**src/rtl/div_unit.sv**
```systemverilog
// Radix-2 restoring divider for DIV/DIVU: {HI=remainder, LO=quotient}.
// Latency: start sampled in cycle N, done in cycle N+WIDTH+1; one quotient bit per cycle.
// Backpressure: result held with done=1 until accept; annul cancels from any state.
module div_unit #(
    parameter int WIDTH = 32
) (
    input  logic                 clk,
    input  logic                 resetn,
    input  logic                 start,
    input  logic                 signed_div,
    input  logic [WIDTH-1:0]     opa,
    input  logic [WIDTH-1:0]     opb,
    input  logic                 accept,
    input  logic                 annul,
    output logic                 done,
    output logic                 busy,
    output logic [2*WIDTH-1:0]   result
);

    localparam int CW = (WIDTH > 1) ? $clog2(WIDTH) : 1;
    localparam logic [CW-1:0] LAST_ITER = CW'(WIDTH - 1);

    typedef enum logic [1:0] {
        S_IDLE = 2'd0,
        S_BUSY = 2'd1,
        S_DONE = 2'd2
    } state_t;

    state_t          state;
    state_t          state_nxt;

    // Iteration state: dvd shifts dividend bits out of the top while
    // quotient bits enter at the bottom, so it ends holding the quotient.
    logic [WIDTH-1:0] dvd;
    logic [WIDTH-1:0] divisor;
    logic [WIDTH-1:0] rem;
    logic [CW-1:0]    counter;
    logic             sign_a;
    logic             sign_b;
    logic             sgn;

    logic [WIDTH-1:0] abs_a;
    logic [WIDTH-1:0] abs_b;
    logic [WIDTH:0]   rem_shift;
    logic [WIDTH:0]   rem_diff;
    logic             qbit;
    logic [WIDTH-1:0] rem_next;
    logic [WIDTH-1:0] quo_next;
    logic [WIDTH-1:0] q_fix;
    logic [WIDTH-1:0] r_fix;
    logic             neg_q;
    logic             neg_r;
    logic             last_iter;

    // Operand magnitudes; the most negative value maps onto itself, which is
    // exact when read back as a W-bit unsigned magnitude.
    always_comb begin
        abs_a = (signed_div && opa[WIDTH-1]) ? -opa : opa;
        abs_b = (signed_div && opb[WIDTH-1]) ? -opb : opb;
    end

    // One restoring step: W+1-bit trial subtract, borrow decides the quotient bit.
    always_comb begin
        rem_shift = {rem, dvd[WIDTH-1]};
        rem_diff  = rem_shift - {1'b0, divisor};
        qbit      = ~rem_diff[WIDTH];
        rem_next  = qbit ? rem_diff[WIDTH-1:0] : rem_shift[WIDTH-1:0];
        quo_next  = {dvd[WIDTH-2:0], qbit};
        last_iter = (counter == LAST_ITER);
    end

    // Sign correction applied to the final step's magnitudes.
    always_comb begin
        neg_q = sgn & (sign_a ^ sign_b);
        neg_r = sgn & sign_a;
        q_fix = neg_q ? -quo_next : quo_next;
        r_fix = neg_r ? -rem_next : rem_next;
    end

    // State register.
    always_ff @(posedge clk or negedge resetn) begin
        if (!resetn) begin
            state <= S_IDLE;
        end else begin
            state <= state_nxt;
        end
    end

    // Next-state logic; annul overrides every other transition.
    always_comb begin
        state_nxt = state;
        case (state)
            S_IDLE:  if (start)     state_nxt = S_BUSY;
            S_BUSY:  if (last_iter) state_nxt = S_DONE;
            S_DONE:  if (accept)    state_nxt = S_IDLE;
            default:                state_nxt = S_IDLE;
        endcase
        if (annul) begin
            state_nxt = S_IDLE;
        end
    end

    // Status outputs decode only the state register, so done has no
    // combinational path from start, accept or annul.
    always_comb begin
        done = (state == S_DONE);
        busy = (state == S_BUSY);
    end

    // Datapath: operand capture, iteration, and result register.
    always_ff @(posedge clk or negedge resetn) begin
        if (!resetn) begin
            dvd     <= '0;
            divisor <= '0;
            rem     <= '0;
            counter <= '0;
            sign_a  <= 1'b0;
            sign_b  <= 1'b0;
            sgn     <= 1'b0;
            result  <= '0;
        end else if (annul) begin
            // Result keeps its stale value; done already drops with the state.
            counter <= '0;
        end else begin
            case (state)
                S_IDLE: begin
                    if (start) begin
                        dvd     <= abs_a;
                        divisor <= abs_b;
                        rem     <= '0;
                        counter <= '0;
                        sign_a  <= opa[WIDTH-1];
                        sign_b  <= opb[WIDTH-1];
                        sgn     <= signed_div;
                    end
                end
                S_BUSY: begin
                    dvd     <= quo_next;
                    rem     <= rem_next;
                    counter <= last_iter ? '0 : counter + CW'(1);
                    if (last_iter) begin
                        result <= {r_fix, q_fix};
                    end
                end
                default: ;
            endcase
        end
    end

endmodule

```
**config.mk**
```make
export PLATFORM = sky130hd
export DESIGN_NAME = div_unit
export DESIGN_NICKNAME = d
export VERILOG_FILES = /design/src/rtl/div_unit.sv
export SDC_FILE = /design/constraint.sdc
export NUM_CORES = 1
export LEC_CHECK = 0
export CAP_MARGIN = 20
export CORE_UTILIZATION = 40
export DETAILED_ROUTE_END_ITERATION = 10
export PLACE_DENSITY = 0.63
export SYNTH_ARGS = -nofsm -noshare
export SYNTH_HDL_FRONTEND = slang
export SYNTH_SLANG_ARGS = --single-unit
```
**constraint.sdc**
```tcl
create_clock -name clk -period 5.1 [get_ports clk]
set_clock_uncertainty 0.1 [all_clocks]
set_input_delay 0.765 -clock clk [delete_from_list [all_inputs] [get_ports clk]]
set_output_delay 0.765 -clock clk [all_outputs]
set_load 0.02 [all_outputs]
```
After elaboration in Yosys (flattened, before gate mapping)

Cells that the tools add are included.

Bits in registers: 170
Bits in latches: 0
Bits in writable memories: 0
Memory bits (read-only): 0
Input port bits: 70
Logic and storage cells: 55
Memories: 0

$add $sub $neg: 6
$mul: 0
Div/mod/pow operators: 0
$lt $le $gt $ge: 0
Eq/ne operators: 7
Shift operators: 0
Muxes and demuxes: 18
Bitwise gates (word level): 5
Reduce and logical (&&, ||, !) cells: 10

Operator list:

| cell                | number |
|---|---|
| $mux 32             | 7 |
| $neg 32->32         | 4 |
| $pmux 32 s2         | 2 |
| $sub 33x32->33      | 1 |
| $mux 5              | 3 |
| $reduce_and 3->1    | 4 |
| $pmux 5 s2          | 1 |
| $mux 2              | 4 |
| $ne 3x3->1 const B  | 2 |
| $pmux 2 s3          | 1 |
| $add 5x1->5 const B | 1 |
| $eq 5x5->1 const B  | 1 |
| $ne 3x2->1 const B  | 1 |
| $reduce_bool 3->1   | 1 |
| $and 1x1->1         | 2 |
| $eq 2x1->1 const B  | 1 |
| $eq 2x2->1 const B  | 1 |
| $logic_and 1x1->1   | 2 |
| $logic_not 2->1     | 1 |
| $ne 2x2->1 const B  | 1 |
| $not 1->1           | 2 |
| $reduce_and 2->1    | 1 |
| $reduce_bool 2->1   | 1 |
| $xor 1x1->1         | 1 |

Logic depth before layout (Yosys ltp)

Gate-level depths: netlist (run 1).

Word-level depth: 4
Gate-level depth with buffers: 22
Mapped depth without buffers: 19

Worst setup path after synthesis (run 1)

No wires, ideal clock.

Kind: register -> register
Start: reg dvd[31]
End: reg result[58]
Data arrival time: 4.284 ns
Required time: 4.861 ns
Path slack: 0.576 ns
Cell stages (with the launch flop): 22
Clock period less this slack: 4.524 ns
Cell sequence: dfrtp_1 inv_1 ha_1 fa_1 nor2b_4 o31a_4 o211ai_2 a21boi_1 o211a_1 inv_1 buf_2 buf_2 buf_1 nor2_1 a21oi_1 ha_1 nand4b_1 nor4_2 o221ai_2 or3_1 o22ai_1 a211oi_2

Longest elaborated chain between the ends: 4

Ends and longest elaborated chain:

| what                   | RTL line | RTL |
|---|---|---|
| start, declared        | 34       | `logic [WIDTH-1:0] dvd;` |
| start signal, assigned | 128      | `dvd <= abs_a;` |
| start signal, assigned | 138      | `dvd <= quo_next;` |
| $sub 33x32->33         | 65       | `rem_diff = rem_shift - {1'b0, divisor};` |
| $mux 32 *              | 67       | `rem_next = qbit ? rem_diff[WIDTH-1:0] : rem_shift[WIDTH-1:0];` |
| $neg 32->32            | 77       | `r_fix = neg_r ? -rem_next : rem_next;` |
| $mux 32 *              | 77       |  |
| end signal, assigned   | 142      | `result <= {r_fix, q_fix};` |
| end, declared          | 17       | `output logic [2*WIDTH-1:0] result` |

Every way passes the cells marked *; elsewhere a longest branch is shown, timed or not.
A chain may end at the register's enable or synchronous reset.

Final worst setup path (run 1)

Ends and elaborated chain as after synthesis.

==> results of run 1 <==
-- per-layer routing --
layer,up-vias,part of all wire [%],GRT usage [%]
li1,5621,-,-
met5,-,0,0
met4,0,2.2,7.23
met2,286,45,36.2
met3,45,3.7,2.53
met1,5397,49,33.2
-- cell usage in the layout (no fill, tap or decap), types with 16 or more instances in the layout --
| cell | count |
|---|---|
| a21o_1 | 18 |
| a21oi_1 | 138 |
| a31oi_1 | 18 |
| clkbuf_16 | 17 |
| clkdlybuf4s50_1 | 134 |
| dfrtp_1 | 170 |
| ha_1 | 38 |
| inv_1 | 54 |
| mux2i_1 | 23 |
| nand2_1 | 182 |
| nand2b_1 | 18 |
| nand3_1 | 22 |
| nor2_1 | 153 |
| nor3_1 | 37 |
| nor4_1 | 26 |
| o21ai_0 | 171 |
| or3_1 | 16 |
| xnor2_1 | 77 |
| xor2_1 | 48 |
-- report_power, final --
part / internal (mW) / switching [mW] / leakage [nW] / total, mW
Clock: 0.753 / 0.589 / 0.296 / 1.34
Sequential: 1.45 / 0.132 / 2.23 / 1.59
Combinational: 0.458 / 0.701 / 3.58 / 1.16
Total: 2.67 / 1.42 / 6.10 / 4.09
-- worst paths after layout --
| path | cells after the start | slack, ns | to | start |
|---|---|---|---|---|
| setup / recovery | 18 | 0.38 | result[58]$_DFFE_PN0P_ | dvd[31]$_DFFE_PN0P_ |
| hold / removal | 1 | 0.19 | divisor[8]$_DFFE_PN0P_ | resetn |
| setup reg to reg | 18 | 0.38 | result[58]$_DFFE_PN0P_ | dvd[31]$_DFFE_PN0P_ |
| hold reg to reg | 2 | 0.38 | result[37]$_DFFE_PN0P_ | result[37]$_DFFE_PN0P_ |
| max in group asynchronous | 2 | 3.96 | result[58]$_DFFE_PN0P_ | resetn |
| min in group clk | 2 | 0.38 | result[37]$_DFFE_PN0P_ | result[37]$_DFFE_PN0P_ |
-- worst max-delay path: cells and delay by family (launching register included) --
family	cells	cell delay (ns)
compound gates	8	1.75
simple gates	5	1.17
fa+ha+maj	3	0.81
flops	1	0.40
buf+inv	2	0.37
-- metrics by stage --
stage,setup WS (ns),utilization (%),area [um2],power [mW],hold WS [ns]
4_1_cts,0.440,48.5,14500,4.10,0.385
3_3_place_gp,0.650,46.5,13900,2.74,0.362
2_1_floorplan,0.576,-,12300,2.38,0.365
3_5_place_dp,0.468,46.6,13900,2.76,0.370
5_1_grt,0.0396,48.6,14600,4.31,0.217
6_report,0.379,48.6,14600,4.09,0.186
-- sequential cells by signal, summed over array words and instances (netlist names) --
signal	count
result	64
divisor	32
dvd	32
rem	32
counter	5
state	2
sgn	1
sign_a	1
sign_b	1
-- cell type report --
| type | instances | area, um2 | share of cell area [%] |
|---|---|---|---|
| Clock buffer | 19 | 453 | 3.11 |
| Clock inverter | 12 | 139 | 0.953 |
| Inverter | 55 | 206 | 1.42 |
| Multi-Input combinational cell | 1214 | 7510 | 51.6 |
| Sequential cell | 170 | 4250 | 29.2 |
| Tap cell | 390 | 488 | 3.35 |
| Timing Repair Buffer | 151 | 1510 | 10.4 |
-- cells by family after synthesis --
group	Yosys count	synth area share [%]
AND/OR/NAND/NOR	545	21.3
AO/OA/AOI/OAI	473	24.0
flip-flops	170	34.6
buffers and inverters	136	4.42
XOR/XNOR	125	8.91
adder cells (fa/ha/maj)	39	4.03
multiplexers	32	2.70
==> impl_results.md, run 1 <==
- Proportion of layout cells with a drive suffix above 1: 6.35%
- TritonCTS clock tree: yes
- Synth top cells by count: nand2_1, o21ai_0, dfrtp_1
- Fin crit share: 92.6%
- DIE AREA: 0.0314 mm2
- Worst Max-Slew Pin Slew: 0.858 ns
- Placed wire-length estimate: around 27000 um
- Number of CTS-inserted buffers: 17
- Filler Cells Inserted: 2906
- RSZ-0062 raised after global routing: no
- DRT iter0 DRCs: 1060
- Max stage delay cell, worst path: or3_1
- CP Max Fanout: 9
- Die Wd: 177 um
- # resized after CTS: 0
- Die H: 177 um
- Top cell type's share of synthesized area: 34.6%
- DRC: 0
- Clk_lat worst skew: about 0.44 ns
- Yosys top cell by area: dfrtp_1
- First-pass GRT wire length: 56800 um
- Port Buffers: 135
- Cells after Synth: 1520
- Clock sink count: 170
- Async S/R FF share, synth: between 90% and 100%
- Synth unique cells: 95
- H-tree lvl count: 4
- RePlAce Congestion: 0.914
- Diode count: 0
- Hold Crit Class: input port to asynchronous set/reset pin
- Synthesized area: roughly 0.012 mm2
- Initial Util: 41.0%
- Mapped Avg Cell Area: approximately 8.1 um2
- Gr usage total: 23.1%
- Worst slew margin: 42.7%
- Yosys reg bits: 170
- Finished Layout Cells: between 2000 and 2500
- Pleak: around 6.1 nW
- Drt via density: between 5 and 6
- Crit path largest cell delay: ~0.41 ns
- Largest net degree at the start of global routing: 108
- Buffer count from post-CTS setup fixing: 0
- Fin nets: between 1500 and 2000
- Maximum vdd drop: approximately 250 uV
- Clk slew on worst S/H paths: approximately 0.070 ns
- Synth area leaders: dfrtp_1, o21ai_0, a21oi_1
- CP Cell Sequence: inv_1 -> ha_1 -> fa_1 -> nor2b_4 -> o31a_4 -> o211ai_2 -> a21boi_1 -> o211a_2 -> inv_1 -> nor2_1 -> a21oi_1 -> ha_1 -> nand4b_1 -> nor4_2 -> o221ai_2 -> or3_1 -> o22ai_1 -> a211oi_2
- Rows: 63
- Outcome: complete, no violations
- Final setup fails: 0
- Sequential area share after synthesis: between 30% and 40%
- Ports: 136
- Power per cell area: 281 mW/mm2
- Worst EP arrival: 4.93 ns
- Core Region: 0.0300 mm2
- Kind of critical path: flip-flop to flip-flop
- Hold Vio Cnt, Final: 0
- Startpoint Class: flip-flop
- Clk buf depth: 2
- Most frequent cell after synthesis: nand2_1
- Synth warn: 0
- WL final: 35700 um
- Antenna violations before repair: 0
- Slew Limit Fails: 0
- Primary FF master, synth: dfrtp_1
- Crit. End Element: flip-flop
- Fmax: 0.212 GHz
- Syn Nets: 1629
- Maxcap violations: 0
- Minimum clock period: 4.72 ns
- Total negative slack: 0 ns
- Hold buffer count at cts: 0
- DRT antenna net count: 0
- First-pass DRT Iterations: 6
- Root buffer cell: clkbuf_16
- Req. time, crit path: 5.31 ns
- Gr ovfl total: 0
- Number of global-route vias before repair: between 10000 and 15000
- Post-synth EDFFs: 0
- WL per Instance: 17.8 um
- DR vias: 11300
- Layout area overhead: 18.6%
- Placed insts: 1979
No activity file was read; power rests on OpenSTA's default activity.
==> inputs of run 2 (changes only) <==
--- a/config.mk
+++ b/config.mk
@@ -8,6 +8,7 @@
 export CAP_MARGIN = 20
 export CORE_UTILIZATION = 40
 export DETAILED_ROUTE_END_ITERATION = 10
+export MAX_ROUTING_LAYER = met4
 export PLACE_DENSITY = 0.63
 export SYNTH_ARGS = -nofsm -noshare
 export SYNTH_HDL_FRONTEND = slang
==> run 2 against run 1 <==
Sequential share of layout area up 0.10 points; sequential cell count did not move; largest power group unchanged; design area down 0.35%; clock power is 6% lower; combinational power about the same; wire length grew 1.7%; critical endpoint unchanged.
==> impl_results.md, run 2 (synthesis results as in run 1) <==
- Final setup fails: 0
- Design area: around 0.015 mm2
- P_sw: 1.43 mW
- Buffer count from post-CTS setup fixing: 0
- Power per cell area: about 280 mW/mm2
- Proportion of layout cells with a drive suffix above 1: around 6.3%
- Gr usage total: 24.3%
- Design Power: approximately 4.0 mW
- First-pass GRT wire length: 58200 um
- Worst EP arrival: about 5 ns
- Port Buffers: between 100 and 150
- Clk_lat worst skew: 0.44 ns
- Fin nets: about 1700
- Sw frac: 35.5%
- Placed wire-length estimate: 27600 um
- First-pass DRT Iterations: 7
- Req. time, crit path: between 5 and 6 ns
- Hold Crit Class: input port to asynchronous set/reset pin
- Outcome: complete, no violations
- Gr ovfl total: 0
- Filler Cells Inserted: 2920
- DIE AREA: 0.0314 mm2
- RSZ-0062 raised after global routing: no
- CP Cell Sequence: ha_1 -> a21oi_1 -> o21ai_0 -> a211oi_1 -> o21ai_0 -> o211a_2 -> inv_1 -> nor2_1 -> a21oi_1 -> ha_1 -> nand4b_1 -> nor4_2 -> o221ai_2 -> or3_1 -> o22ai_1 -> a211oi_2
- Largest net degree at the start of global routing: 90
- Slew Limit Fails: 0
- # resized after CTS: 0
- Worst slew margin: 28.9%
- Layout area overhead: 18.1%
- DR vias: 11400
- Fmax: 0.212 GHz
- WP buf/inv: 1
- FF+latch area: between 0.004 and 0.005 mm2
- Fin crit share: 92.5%
- Layout Utilization: 48.5%
- H-tree lvl count: 4
- Maximum vdd drop: 251 uV
- Reg power frac: 39.4%
- Crit. End Element: flip-flop
- Die H: approximately 180 um
- Number of global-route vias before repair: ~11000
- Initial Util: 41.0%
- Max FFs per register: 64
- Root buffer cell: clkbuf_16
- WL per Instance: around 18 um
- Critical path startpoint: rem[24]$_DFFE_PN0P_
- Top reg by flops: result
- Commonest non-fill, non-tap cells in the layout: nand2_1, o21ai_0, dfrtp_1, nor2_1, a21oi_1
- Combinational share of power: 29.2%
- Clock sink count: 170
- Pint: 2.59 mW
- TritonCTS clock tree: yes
- Die Wd: between 150 and 200 um
- Startpoint Class: flip-flop
- Placed cell area: 0.0140 mm2
- Commonest non-fill, non-tap cell in the layout: nand2_1
- Hold buffer count at cts: 0
- Maxcap violations: 0
- Rows: between 60 and 70
- Pleak: 6.06 nW
- RePlAce Congestion: 0.941
- DRC: 0
- Crit path largest cell delay: between 0.4 and 0.5 ns
- Total negative slack: 0 ns
- Clk slew on worst S/H paths: 0.07 ns
- Kind of critical path: flip-flop to flip-flop
- Minimum clock period: 4.72 ns
- Ports: 136
- Antenna violations before repair: 1
- Core Region: 0.0300 mm2
- Max stage delay cell, worst path: ha_1
- Hold Vio Cnt, Final: 0
- Clk buf depth: 2
- Clock group share of total power: 31.4%
- Worst Max-Slew Pin Slew: 1.06 ns
- CP Max Fanout: 12
- Worst R2R Start: rem[24]$_DFFE_PN0P_
- Family with the most delay on the worst path: compound AO/OA/AOI/OAI gates
- Area occupied by multi-input gates: 0.00751 mm2
- DRT antenna net count: 0
- DRT iter0 DRCs: between 1000 and 1500
- Drt via density: 5.66
- Number of CTS-inserted buffers: 17
- WL final: 36300 um
[run 2: changes by cell type in the layout (fill, tap and decap cells not counted), sizes merged]
cell      change
buf           +1
bufinv        -1
clkbuf        +1
clkinv        -4
clkinvlp      +4
diode         +1
inv           +1
[run 2: final timing paths]
| kind | end | slack, ns | cells after the start |
|---|---|---|---|
| max reg2reg | result[58]$_DFFE_PN0P_ | 0.38 | 16 |
| min | divisor[8]$_DFFE_PN0P_ | 0.30 | 1 |
| min in group clk | result[9]$_DFFE_PN0P_ | 0.38 | 2 |
| max | result[58]$_DFFE_PN0P_ | 0.38 | 16 |
| max in group asynchronous | rem[11]$_DFFE_PN0P_ | 3.45 | 2 |
| min reg2reg | result[9]$_DFFE_PN0P_ | 0.38 | 2 |
[run 2: final cells by class]
| type | count | area share (%) |
|---|---|---|
| clock inverters | 12 | 0.784 |
| inverters | 55 | 1.42 |
| diodes | 1 | 0.0172 |
| repair buffers | 152 | 10.3 |
| multi-input cells | 1214 | 51.8 |
| well taps | 390 | 3.36 |
| clock buffers | 20 | 3.01 |
| flip-flops and latches | 170 | 29.3 |
[run 2: stage by stage]
| stage | worst slack (ns) | hold slack (ns) | std cells |
|---|---|---|---|
| 6_report | 0.384 | 0.302 | 2014 |
| 4_1_cts | 0.474 | 0.355 | 2013 |
| 3_5_place_dp | 0.495 | 0.370 | 1981 |
| 2_1_floorplan | 0.576 | 0.365 | 1520 |
| 5_1_grt | 0.0245 | 0.383 | 2014 |
| 3_3_place_gp | 0.691 | 0.363 | 1980 |
[run 2: power by group through the flow]
| stage | sequential [mW] | clock [mW] | combinational, mW |
|---|---|---|---|
| 2_1_floorplan | 1.55 | 0 | 0.827 |
| 4_1_cts | 1.58 | 1.28 | 1.17 |
| 3_5_place_dp | 1.60 | 0 | 1.17 |
| 5_1_grt | 1.60 | 1.34 | 1.31 |
| 3_3_place_gp | 1.60 | 0 | 1.16 |
| 6_report | 1.58 | 1.26 | 1.17 |
[run 2: worst register-to-register path: stages (launching register included)]
cell,delay [ns]
dfrtp_1,0.44
ha_1,0.45
a21oi_1,0.24
o21ai_0,0.17
a211oi_1,0.32
o21ai_0,0.17
o211a_2,0.28
inv_1,0.27
nor2_1,0.07
a21oi_1,0.24
ha_1,0.35
nand4b_1,0.20
nor4_2,0.38
o221ai_2,0.23
or3_1,0.42
o22ai_1,0.18
a211oi_2,0.09
[run 2: per-layer routing]
layer  GRT usage, %  vias to the layer above  wire length [um]
met1           34.5                     5406             17600
met5              -                        -                 0
met3           2.75                       50              1550
met2           35.8                      310             16200
li1               -                     5625                 -
met4           8.23                        0               998
